==> src/rtl/alu_dispatch_pkg.sv <==
// Shared definitions for the ALU op dispatcher: state encoding, counter width
// and default multi-cycle configuration.
package alu_dispatch_pkg;

  localparam logic [1:0] IDLE  = 2'd0;
  localparam logic [1:0] MULTI = 2'd1;
  localparam logic [1:0] HOLD  = 2'd2;

  typedef enum logic [1:0] {
    ST_IDLE  = IDLE,
    ST_MULTI = MULTI,
    ST_HOLD  = HOLD
  } state_t;

  localparam int CNT_W = 8;

  localparam logic [3:0] DEF_MC_MASK   = 4'b0100;
  localparam int         DEF_MC_CYCLES = 4;

  // Counter preload for a multi-cycle op; the op completes when it reaches 1.
  function automatic logic [CNT_W-1:0] mc_load(input int cycles);
    return CNT_W'(cycles - 1);
  endfunction

endpackage

==> src/rtl/alu_onehot_dec.sv <==
// Combinational SEL_W-to-2**SEL_W one-hot decoder; generalises the old 2-to-4
// ALU enable decoder.
module alu_onehot_dec #(
  parameter int SEL_W = 2
) (
  input  logic [SEL_W-1:0]      sel,
  output logic [(1<<SEL_W)-1:0] onehot
);

  for (genvar gi = 0; gi < (1 << SEL_W); gi++) begin : g_dec
    assign onehot[gi] = (sel == SEL_W'(gi));
  end

endmodule

==> src/rtl/alu_op_dispatch.sv <==
// Registered ALU op dispatcher: one-hot unit enables, multi-cycle hold and a
// writeback handshake. Optional illegal-op trapping under ALU_DISPATCH_ILLEGAL_EN.
module alu_op_dispatch
  import alu_dispatch_pkg::*;
#(
  parameter int                    SEL_W     = 2,
  parameter logic [(1<<SEL_W)-1:0] MC_MASK   = DEF_MC_MASK,
  parameter int                    MC_CYCLES = DEF_MC_CYCLES
`ifdef ALU_DISPATCH_ILLEGAL_EN
  ,
  parameter logic [(1<<SEL_W)-1:0] LEGAL_MASK = '1
`endif
) (
  input  logic                    clk,
  input  logic                    rst_n,
  input  logic                    flush,
  input  logic                    in_valid,
  output logic                    in_ready,
  input  logic [SEL_W-1:0]        op_sel,
  output logic [(1<<SEL_W)-1:0]   out_en,
  output logic                    out_valid,
  input  logic                    out_ready,
  output logic                    busy
`ifdef ALU_DISPATCH_ILLEGAL_EN
  ,
  output logic                    illegal
`endif
);

  localparam int               N_OPS   = 1 << SEL_W;
  localparam logic [CNT_W-1:0] CNT_LD  = mc_load(MC_CYCLES);
  localparam logic [CNT_W-1:0] CNT_ONE = CNT_W'(1);

  state_t             state_reg;
  logic [N_OPS-1:0]   out_en_reg;
  logic               out_valid_reg;
  logic               busy_reg;
  logic [CNT_W-1:0]   cnt_reg;
  logic [N_OPS-1:0]   dec_onehot;
  logic               accept;
  logic               op_legal;
  logic               op_is_mc;
`ifdef ALU_DISPATCH_ILLEGAL_EN
  logic               illegal_reg;
`endif

  alu_onehot_dec #(
    .SEL_W (SEL_W)
  ) u_dec (
    .sel    (op_sel),
    .onehot (dec_onehot)
  );

  // A stalled HOLD can still take a new op when the current one drains this cycle.
  assign in_ready = !flush && ((state_reg == ST_IDLE) ||
                               ((state_reg == ST_HOLD) && out_ready));
  assign accept   = in_valid && in_ready;

`ifdef ALU_DISPATCH_ILLEGAL_EN
  assign op_legal = LEGAL_MASK[op_sel];
`else
  assign op_legal = 1'b1;
`endif
  // Illegal ops never occupy a unit, so they skip the multi-cycle path.
  assign op_is_mc = MC_MASK[op_sel] && op_legal;

  always_ff @(posedge clk or negedge rst_n) begin
    if (!rst_n) begin
      state_reg     <= ST_IDLE;
      out_en_reg    <= '0;
      out_valid_reg <= 1'b0;
      busy_reg      <= 1'b0;
      cnt_reg       <= '0;
`ifdef ALU_DISPATCH_ILLEGAL_EN
      illegal_reg   <= 1'b0;
`endif
    end else if (flush) begin
      state_reg     <= ST_IDLE;
      out_en_reg    <= '0;
      out_valid_reg <= 1'b0;
      busy_reg      <= 1'b0;
      cnt_reg       <= '0;
`ifdef ALU_DISPATCH_ILLEGAL_EN
      illegal_reg   <= 1'b0;
`endif
    end else begin
      case (state_reg)
        ST_IDLE, ST_HOLD: begin
          if (accept) begin
            out_en_reg <= op_legal ? dec_onehot : '0;
`ifdef ALU_DISPATCH_ILLEGAL_EN
            illegal_reg <= !op_legal;
`endif
            if (op_is_mc) begin
              state_reg     <= ST_MULTI;
              cnt_reg       <= CNT_LD;
              busy_reg      <= 1'b1;
              out_valid_reg <= 1'b0;
            end else begin
              state_reg     <= ST_HOLD;
              cnt_reg       <= '0;
              busy_reg      <= 1'b0;
              out_valid_reg <= 1'b1;
            end
          end else if ((state_reg == ST_HOLD) && out_ready) begin
            state_reg     <= ST_IDLE;
            out_en_reg    <= '0;
            out_valid_reg <= 1'b0;
`ifdef ALU_DISPATCH_ILLEGAL_EN
            illegal_reg   <= 1'b0;
`endif
          end
        end
        ST_MULTI: begin
          if (cnt_reg == CNT_ONE) begin
            state_reg     <= ST_HOLD;
            cnt_reg       <= '0;
            busy_reg      <= 1'b0;
            out_valid_reg <= 1'b1;
          end else begin
            cnt_reg <= cnt_reg - CNT_ONE;
          end
        end
        default: begin
          state_reg     <= ST_IDLE;
          out_en_reg    <= '0;
          out_valid_reg <= 1'b0;
          busy_reg      <= 1'b0;
          cnt_reg       <= '0;
        end
      endcase
    end
  end

  assign out_en    = out_en_reg;
  assign out_valid = out_valid_reg;
  assign busy      = busy_reg;
`ifdef ALU_DISPATCH_ILLEGAL_EN
  assign illegal   = illegal_reg;
`endif

endmodule

==> config.mk <==
export PLATFORM = sky130hd
export DESIGN_NAME = alu_op_dispatch
export DESIGN_NICKNAME = d
export VERILOG_FILES = /design/src/rtl/alu_dispatch_pkg.sv /design/src/rtl/alu_onehot_dec.sv /design/src/rtl/alu_op_dispatch.sv
export SDC_FILE = /design/constraint.sdc
export NUM_CORES = 1
export LEC_CHECK = 0
export CAP_MARGIN = 20
export CORE_UTILIZATION = 35
export DETAILED_ROUTE_END_ITERATION = 10
export SLEW_MARGIN = 20
export SYNTH_ARGS = -nofsm -noshare
export SYNTH_HDL_FRONTEND = slang
export SYNTH_HIERARCHICAL = 1
export SYNTH_SLANG_ARGS = --single-unit
==> constraint.sdc <==
create_clock -name clk -period 2.2 [get_ports clk]
set_input_delay 0.33 -clock clk [delete_from_list [all_inputs] [get_ports clk]]
set_output_delay 0.33 -clock clk [all_outputs]
set_load 0.01 [all_outputs]
==> reports/metrics.csv, run 1 <==
stage,metric,value,unit
clocking,numClockSinks,15,
power_and_ir_drop,vdd_drop_max,0.447,mV
power_and_ir_drop,combinationalPowerShare,28.6,%
yosys,synth.lib_cells_used.distinct,37,
power_and_ir_drop,pwr-share-seq,47.3,%
floorplanning,die_h,51.3,um
setup_path,setup.reg_to_reg.worst_slack,0.40,ns
setup_path,worstSetupEndpoint,in_ready,
sta,timing.setup.tns,0,ns
floorplanning,core_area,2250,um2
route,routed_via_density,5.31,
yosys,postSynthNetCount,97,
floorplanning,start_util,37.7,%
global_route,antenna_found_initial,0,
clocking,post_cts_resize_count,0,
setup_path,cp_max_fo,5,
placed_design,placement.io_buffers,13,
sta,report.final.slew_viol_count,0,
power_and_ir_drop,p_switching,0.000225,W
global_route,pin_count_of_the_biggest_net_entering_global_routing,16,
route,route.detailed.wl_per_inst,14.0,um
global_route,wire_length_of_the_first_global_routing_pass,3310,um
sta,timing.clock.skew,0.00492,ns
final_layout,antenna-diode-count,0,
sta,finalSetupViolations,0,
clocking,worstSkewPairLatency,0.29,ns
outcome,outcome,"complete, no violations",
yosys,yosys.area.top_type_share,44.2,%
floorplanning,placementRows,17,
flow_run,max_cap_viol_count,0,
sta,timing.slew.headroom,55.6,%
placed_design,hpwl,1390,um
clocking,holdBufCountCts,0,
sta,tightest_slew,0.664,ns
yosys,flops_latches_synth,15,
yosys,syn_area,850,um2
setup_path,worst_setup_path_start_kind,register,
power_and_ir_drop,netSwitchingFraction,32.3,%
global_route,grtUsageTotal,17.4,%
sta,finalHoldViolations,0,
clocking,cts_htree_levels,1,
floorplanning,die_area,2630,um2
power_and_ir_drop,pwr-share-clk,24.1,%
yosys,synth_warnings,6,
route,drt_iter0_markers,4,
placed_design,place_worst_setup_slack,0.195,ns
min_path,worst_hold_path_type,in -> async,
yosys,post_synth_main_area_contributors,"dfrtp_1 44%, a21oi_1 6.5%, a22o_1 4.1%",
final_layout,area_delta_synth_final,24.4,%
floorplanning,pin_count,14,
setup_path,worst_ep_required_time,1.87,ns
sta,layout_worst_path_cycle_share,91.3,%
final_layout,drive_above_1_share,15.9,%
yosys,synth_top_cell_by_area,dfrtp_1,
setup_path,crit_path_end_kind,output pin,
sta,achievable-frequency,498,MHz
yosys,synth-seq-area-share,44.2,%
sta,worst_slack,0.191,ns
yosys,number_of_flops_mapped_to_enable_cells_by_yosys,0,
route,dr_total_vias,717,
setup_path,critical_path.startpoint,state_reg[1],
yosys,synth_flop_cell,dfrtp_1,
route,drt_pass1_iterations,4,
clocking,cts_buffer_count,3,
global_route,grt_overflow_total,0,
yosys,postSynth.asyncResetShare,100,%
placed_design,gp_routability_congestion,0.874,
setup_path,regToRegStartpoint,cnt_reg[2],
yosys,postSynthCellCount,88,
final_layout,largest_register_ff_count,8,
final_layout,most-common-layout-cells,"15 x dfrtp_1, 13 x clkdlybuf4s50_1, 11 x a21oi_1",
setup_path,timing_worst_setup_path_type,reg -> out,
sta,min_tclk_post_route,2.01,ns
floorplanning,die-width,51.3,um
sta,grt_setup_unrepaired,false,
clocking,cts_setup_buffers,0,
power_and_ir_drop,powerDensity,658,nW/um2
setup_path,worst-endpoint-arrival,1.68,ns
global_route,first_global_vias,721,
setup_path,worst_r2r_endpoint,busy,
final_layout,layout.cells.most_common,dfrtp_1,
power_and_ir_drop,cellLeakagePower,0.460,nW
clocking,clk_pin_slew,0.10,ns
clocking,cts_root_buf,clkbuf_4,
route,route.antenna.remaining_nets,0,
setup_path,depth_of_the_worst_register_to_register_path,4,
final_layout,nNetsFinal,117,
power_and_ir_drop,p_int,0.000471,W
route,detailed_route_wire_length,1890,um
yosys,post_synth.cell_area_avg,9.65,um2
clocking,cts_buffer_depth,2,
route,drcViolationCount,0,
clocking,cts_tree,yes,
## stage by stage
stage	hold slack, ns	total power, W	utilization, %	instance area [um2]	std cells
3_3_place_gp	0.486	0.000531	45.7	1030	131
3_5_place_dp	0.485	0.000533	45.7	1030	131
2_1_floorplan	0.0344	0.000464	-	850	88
6_report	0.431	0.000696	46.9	1060	135
5_1_grt	0.514	0.000738	46.9	1060	135
4_1_cts	0.474	0.000707	46.9	1060	135
## area by class of cell
class                           instances  area (um2)
Tap cell                               28        35.0
Timing Repair Buffer                   17         160
Clock inverter                          1        5.00
Fill cell                             253        1200
Sequential cell                        15         375
Clock buffer                            3        22.5
Inverter                                6        22.5
Multi-Input combinational cell         65         437
## critical path: stages (launching register included)
cell and delay [ns]:
dfrtp_1 0.43, nor2b_1 0.18, nor3_1 0.20, clkdlybuf4s50_1 0.59
## kinds of logic (layout without fill, tap and decap cells)
logic type | after synthesis | in the layout | synth area share (%)
buf+inv | 8 | 27 | 4.42
flops | 15 | 15 | 44.2
simple gates | 32 | 32 | 23.7
compound gates | 30 | 30 | 23.7
xor+xnor | 1 | 1 | 1.03
fa+ha+maj | 2 | 2 | 2.95
## routing by layer
layer  part of all wire, %  wire [um]  vias to the layer above  track usage, %
li1                      -          -                      367               -
met1                    51        957                      331            23.8
met2                    45        850                       17            25.9
met3                   3.8         71                        2            3.87
met4                  0.69         13                        0            8.11
met5                     0          0                        -               0
## power by group through the flow
stage / combinational [W] / sequential, W / clock, W
2_1_floorplan: 0.000137 / 0.000327 / 0
3_3_place_gp: 0.000198 / 0.000333 / 0
3_5_place_dp: 0.000200 / 0.000334 / 0
4_1_cts: 0.000201 / 0.000328 / 0.000178
5_1_grt: 0.000222 / 0.000333 / 0.000183
6_report: 0.000199 / 0.000329 / 0.000168
## Yosys cell counts, types with 2 or more instances
| cell | n |
|---|---|
| o31ai_1 | 3 |
| nand2_1 | 4 |
| a22o_1 | 4 |
| inv_1 | 6 |
| nor2_1 | 5 |
| o41ai_1 | 2 |
| or4b_1 | 2 |
| a21oi_1 | 11 |
| nor2b_1 | 2 |
| nand2b_1 | 3 |
| dfrtp_1 | 15 |
| nand3b_1 | 2 |
| o22ai_1 | 3 |
| ha_1 | 2 |
| o21ai_0 | 2 |
## worst min path at each step
stage | to | depth (start not counted) | slack (ns)
after global routing | out_en[0] | 1 | 0.51
final | cnt_reg[5] | 1 | 0.43
after CTS | cnt_reg[5] | 1 | 0.47
after floorplan | busy | 0 | 0.03
after global placement | out_en[2] | 1 | 0.49
after detailed placement | out_en[0] | 1 | 0.48
No activity file was read; power rests on OpenSTA's default activity.
==> run 2: changes to the inputs <==
--- a/config.mk
+++ b/config.mk
@@ -7,7 +7,9 @@
 export LEC_CHECK = 0
 export CAP_MARGIN = 20
 export CORE_UTILIZATION = 35
+export CTS_CLUSTER_DIAMETER = 30
 export DETAILED_ROUTE_END_ITERATION = 10
+export SETUP_SLACK_MARGIN = 0.05
 export SLEW_MARGIN = 20
 export SYNTH_ARGS = -nofsm -noshare
 export SYNTH_HDL_FRONTEND = slang
==> results of run 2 <==
Final layout, timing and power as in run 1 (identical DEF).
==> run 3: changes to the inputs <==
--- a/config.mk
+++ b/config.mk
@@ -13,5 +13,4 @@
 export SLEW_MARGIN = 20
 export SYNTH_ARGS = -nofsm -noshare
 export SYNTH_HDL_FRONTEND = slang
-export SYNTH_HIERARCHICAL = 1
 export SYNTH_SLANG_ARGS = --single-unit
==> reports/metrics.csv, run 3 <==
stage,metric,value,unit,change
setup_path,crit_path_end_kind,output pin,,unchanged
global_route,first_global_vias,671,,was 721
final_layout,antenna-diode-count,0,,unchanged
final_layout,final_cell_count_no_fill,125,,was 135
setup_path,cp_top_family,buffers and inverters,,unchanged
sta,tightest_slew,0.682,ns,was 0.664 ns
yosys,syn_area,785,um2,was 850 um2
route,detailed_route_wire_length,1750,um,was 1890 um
power_and_ir_drop,vdd_drop_max,0.452,mV,was 0.447 mV
floorplanning,die-width,49.3,um,was 51.3 um
yosys,postSynth.asyncResetShare,100,%,unchanged
sta,min_tclk_post_route,1.92,ns,was 2.01 ns
setup_path,critPathSlowestCell,clkdlybuf4s50_1,,unchanged
sta,timing.clock.skew,0.00507,ns,was 0.00492 ns
placed_design,dpl-instance-area,971,um2,was 1030 um2
clocking,cts_buffer_depth,2,,unchanged
yosys,synth_warnings,0,,was 6
power_and_ir_drop,cellLeakagePower,0.446,nW,was 0.460 nW
placed_design,gp_routability_congestion,0.789,,was 0.874
yosys,post_synth.cell_area_avg,10.1,um2,was 9.65 um2
route,drt_iter0_markers,12,,was 4
setup_path,cp_max_fo,6,,was 5
placed_design,hpwl,1290,um,was 1390 um
clocking,holdBufCountCts,0,,unchanged
yosys,netlist_top_cells_count,"15 x dfrtp_1, 9 x nor2_1, 8 x a21oi_1",,"was 15 x dfrtp_1, 11 x a21oi_1, 6 x inv_1"
clocking,post_cts_resize_count,0,,unchanged
sta,finalSetupViolations,0,,unchanged
floorplanning,die_h,49.3,um,was 51.3 um
sta,grt_setup_unrepaired,false,,unchanged
clocking,cts_root_buf,clkbuf_4,,unchanged
floorplanning,die_area,2430,um2,was 2630 um2
route,dr_total_vias,668,,was 717
yosys,flops_latches_synth,15,,unchanged
sta,layout_worst_path_cycle_share,87.4,%,was 91.3%
sta,timing.slew.headroom,54.4,%,was 55.6%
setup_path,critical_path.n_buffers_inverters,1,,unchanged
yosys,number_of_flops_mapped_to_enable_cells_by_yosys,0,,unchanged
setup_path,worst_setup_path_start_kind,register,,unchanged
setup_path,critPathMaxStageDelay,0.56,ns,was 0.59 ns
min_path,worst_hold_path_type,in -> async,,unchanged
final_layout,area_delta_synth_final,27.1,%,was 24.4%
setup_path,worst-endpoint-arrival,1.59,ns,was 1.68 ns
yosys,synth_top_cell_by_area,dfrtp_1,,unchanged
placed_design,placement.io_buffers,13,,unchanged
floorplanning,pin_count,14,,unchanged
clocking,cts_htree_levels,1,,unchanged
floorplanning,core_area,2040,um2,was 2250 um2
final_layout,final_cell_area,997,um2,was 1060 um2
route,route.antenna.remaining_nets,0,,unchanged
clocking,cts_tree,yes,,unchanged
global_route,pin_count_of_the_biggest_net_entering_global_routing,16,,unchanged
outcome,outcome,"complete, no violations",,unchanged
clocking,cts_buffer_count,3,,unchanged
route,drt_pass1_iterations,4,,unchanged
route,routed_via_density,5.34,,was 5.31
final_layout,drive_above_1_share,10.2,%,was 15.9%
final_layout,layout.cells.most_common,dfrtp_1,,unchanged
floorplanning,placementRows,16,,was 17
floorplanning,start_util,38.4,%,was 37.7%
setup_path,worst_ep_required_time,1.87,ns,about the same
clocking,clk_pin_slew,0.09,ns,was 0.10 ns
flow_run,max_cap_viol_count,0,,unchanged
sta,report.final.slew_viol_count,0,,unchanged
yosys,postSynthNetCount,87,,was 97
global_route,antenna_found_initial,0,,unchanged
yosys,post-synth-top-count-cell,dfrtp_1,,unchanged
yosys,post_synth_main_area_contributors,"dfrtp_1 48%, a21oi_1 5.1%, nor2_1 4.3%",,"was dfrtp_1 44%, a21oi_1 6.5%, a22o_1 4.1%"
yosys,yosys.area.top_type_share,47.8,%,was 44.2%
global_route,wire_length_of_the_first_global_routing_pass,2910,um,was 3310 um
yosys,postSynthCellCount,78,,was 88
yosys,synth_flop_cell,dfrtp_1,,unchanged
sta,finalHoldViolations,0,,unchanged
final_layout,most-common-layout-cells,"15 x dfrtp_1, 13 x clkdlybuf4s50_1, 9 x nor2_1",,"was 15 x dfrtp_1, 13 x clkdlybuf4s50_1, 11 x a21oi_1"
power_and_ir_drop,powerDensity,715,nW/um2,was 658 nW/um2
yosys,synth-seq-area-share,47.8,%,was 44.2%
clocking,cts_setup_buffers,0,,unchanged
clocking,worstSkewPairLatency,0.29,ns,about the same
final_layout,largest_register_ff_count,8,,unchanged
setup_path,timing_worst_setup_path_type,reg -> out,,unchanged
yosys,synth.lib_cells_used.distinct,30,,was 37
sta,timing.setup.tns,0,ns,unchanged
global_route,grt_overflow_total,0,,unchanged
placed_design,place.detailed.instances,121,,was 131
sta,achievable-frequency,520,MHz,was 498 MHz
route,drcViolationCount,0,,unchanged
final_layout,nNetsFinal,108,,was 117
setup_path,timing.critical_path.cells,nor2b_1 > nor3_1 > clkdlybuf4s50_1,,unchanged
clocking,numClockSinks,15,,unchanged
route,route.detailed.wl_per_inst,14.0,um,about the same
global_route,grtUsageTotal,16.0,%,was 17.4%
-- run 3: cell count changes after synthesis, sizes merged, moves of 3 or more --
cell,delta
a21oi,-3
a22o,-3
nor2,+3
o22a,+3
-- run 3: cell type report --
cell class / instances / area [um2]
repair buffers: 17 / 160
inverters: 4 / 15.0
well taps: 27 / 33.8
multi-input cells: 58 / 387
clock buffers: 4 / 26.3
fillers: 205 / 1040
flip-flops and latches: 15 / 375
-- run 3: per-layer routing --
| metal | global-route usage, % | routed length (um) | vias up |
|---|---|---|---|
| met4 | 7.35 | 13 | 0 |
| li1 | - | - | 333 |
| met1 | 19.3 | 818 | 315 |
| met5 | 0 | 0 | - |
| met3 | 5.92 | 88 | 2 |
| met2 | 25.1 | 825 | 18 |
-- run 3: cells by family after synthesis --
logic type	Yosys count	share of synthesized area, %
DFF	15	47.8
and+or+nand+nor	31	23.4
adders and majority gates	2	3.19
xor gates and xnor gates	1	1.12
AOI/OAI and AO/OA	24	21.5
buffers and inverters	5	2.87
-- run 3: worst register-to-register path, stage by stage, from the launching register on --
cell      delay (ns)
dfrtp_1         0.45
nor2_1          0.19
a21boi_1        0.51
nor2_1          0.28
o22a_1          0.26
-- run 3: final timing paths --
kind,to,depth (start not counted),slack [ns],from
worst min register to register,out_en[0],1,0.49,out_en[0]
min in group clk,out_en[0],1,0.49,out_en[0]
worst min-delay path,out_valid,1,0.45,rst_n
worst max-delay path,in_ready,3,0.28,out_valid
max in group asynchronous,out_en[1],1,1.32,rst_n
worst max register to register,busy,4,0.40,state_reg[0]
-- run 3: power by group --
part	total, W	switching, W	leakage [nW]	internal (W)
sequential	0.000340	0.0000353	0.201	0.000305
clock	0.000160	0.0000896	0.0150	0.0000705
combinational	0.000213	0.000106	0.230	0.000107
-- run 3: stage by stage --
| step | hold WS [ns] | utilization, % | total power, W | setup slack, ns |
|---|---|---|---|---|
| 3_3_place_gp | 0.469 | 47.5 | 0.000552 | 0.166 |
| 5_1_grt | 0.512 | 48.8 | 0.000755 | 0.193 |
| 3_5_place_dp | 0.465 | 47.5 | 0.000558 | 0.0422 |
| 4_1_cts | 0.484 | 48.8 | 0.000719 | 0.269 |
| 2_1_floorplan | 0.0344 | - | 0.000472 | 0.614 |
| 6_report | 0.450 | 48.8 | 0.000713 | 0.278 |
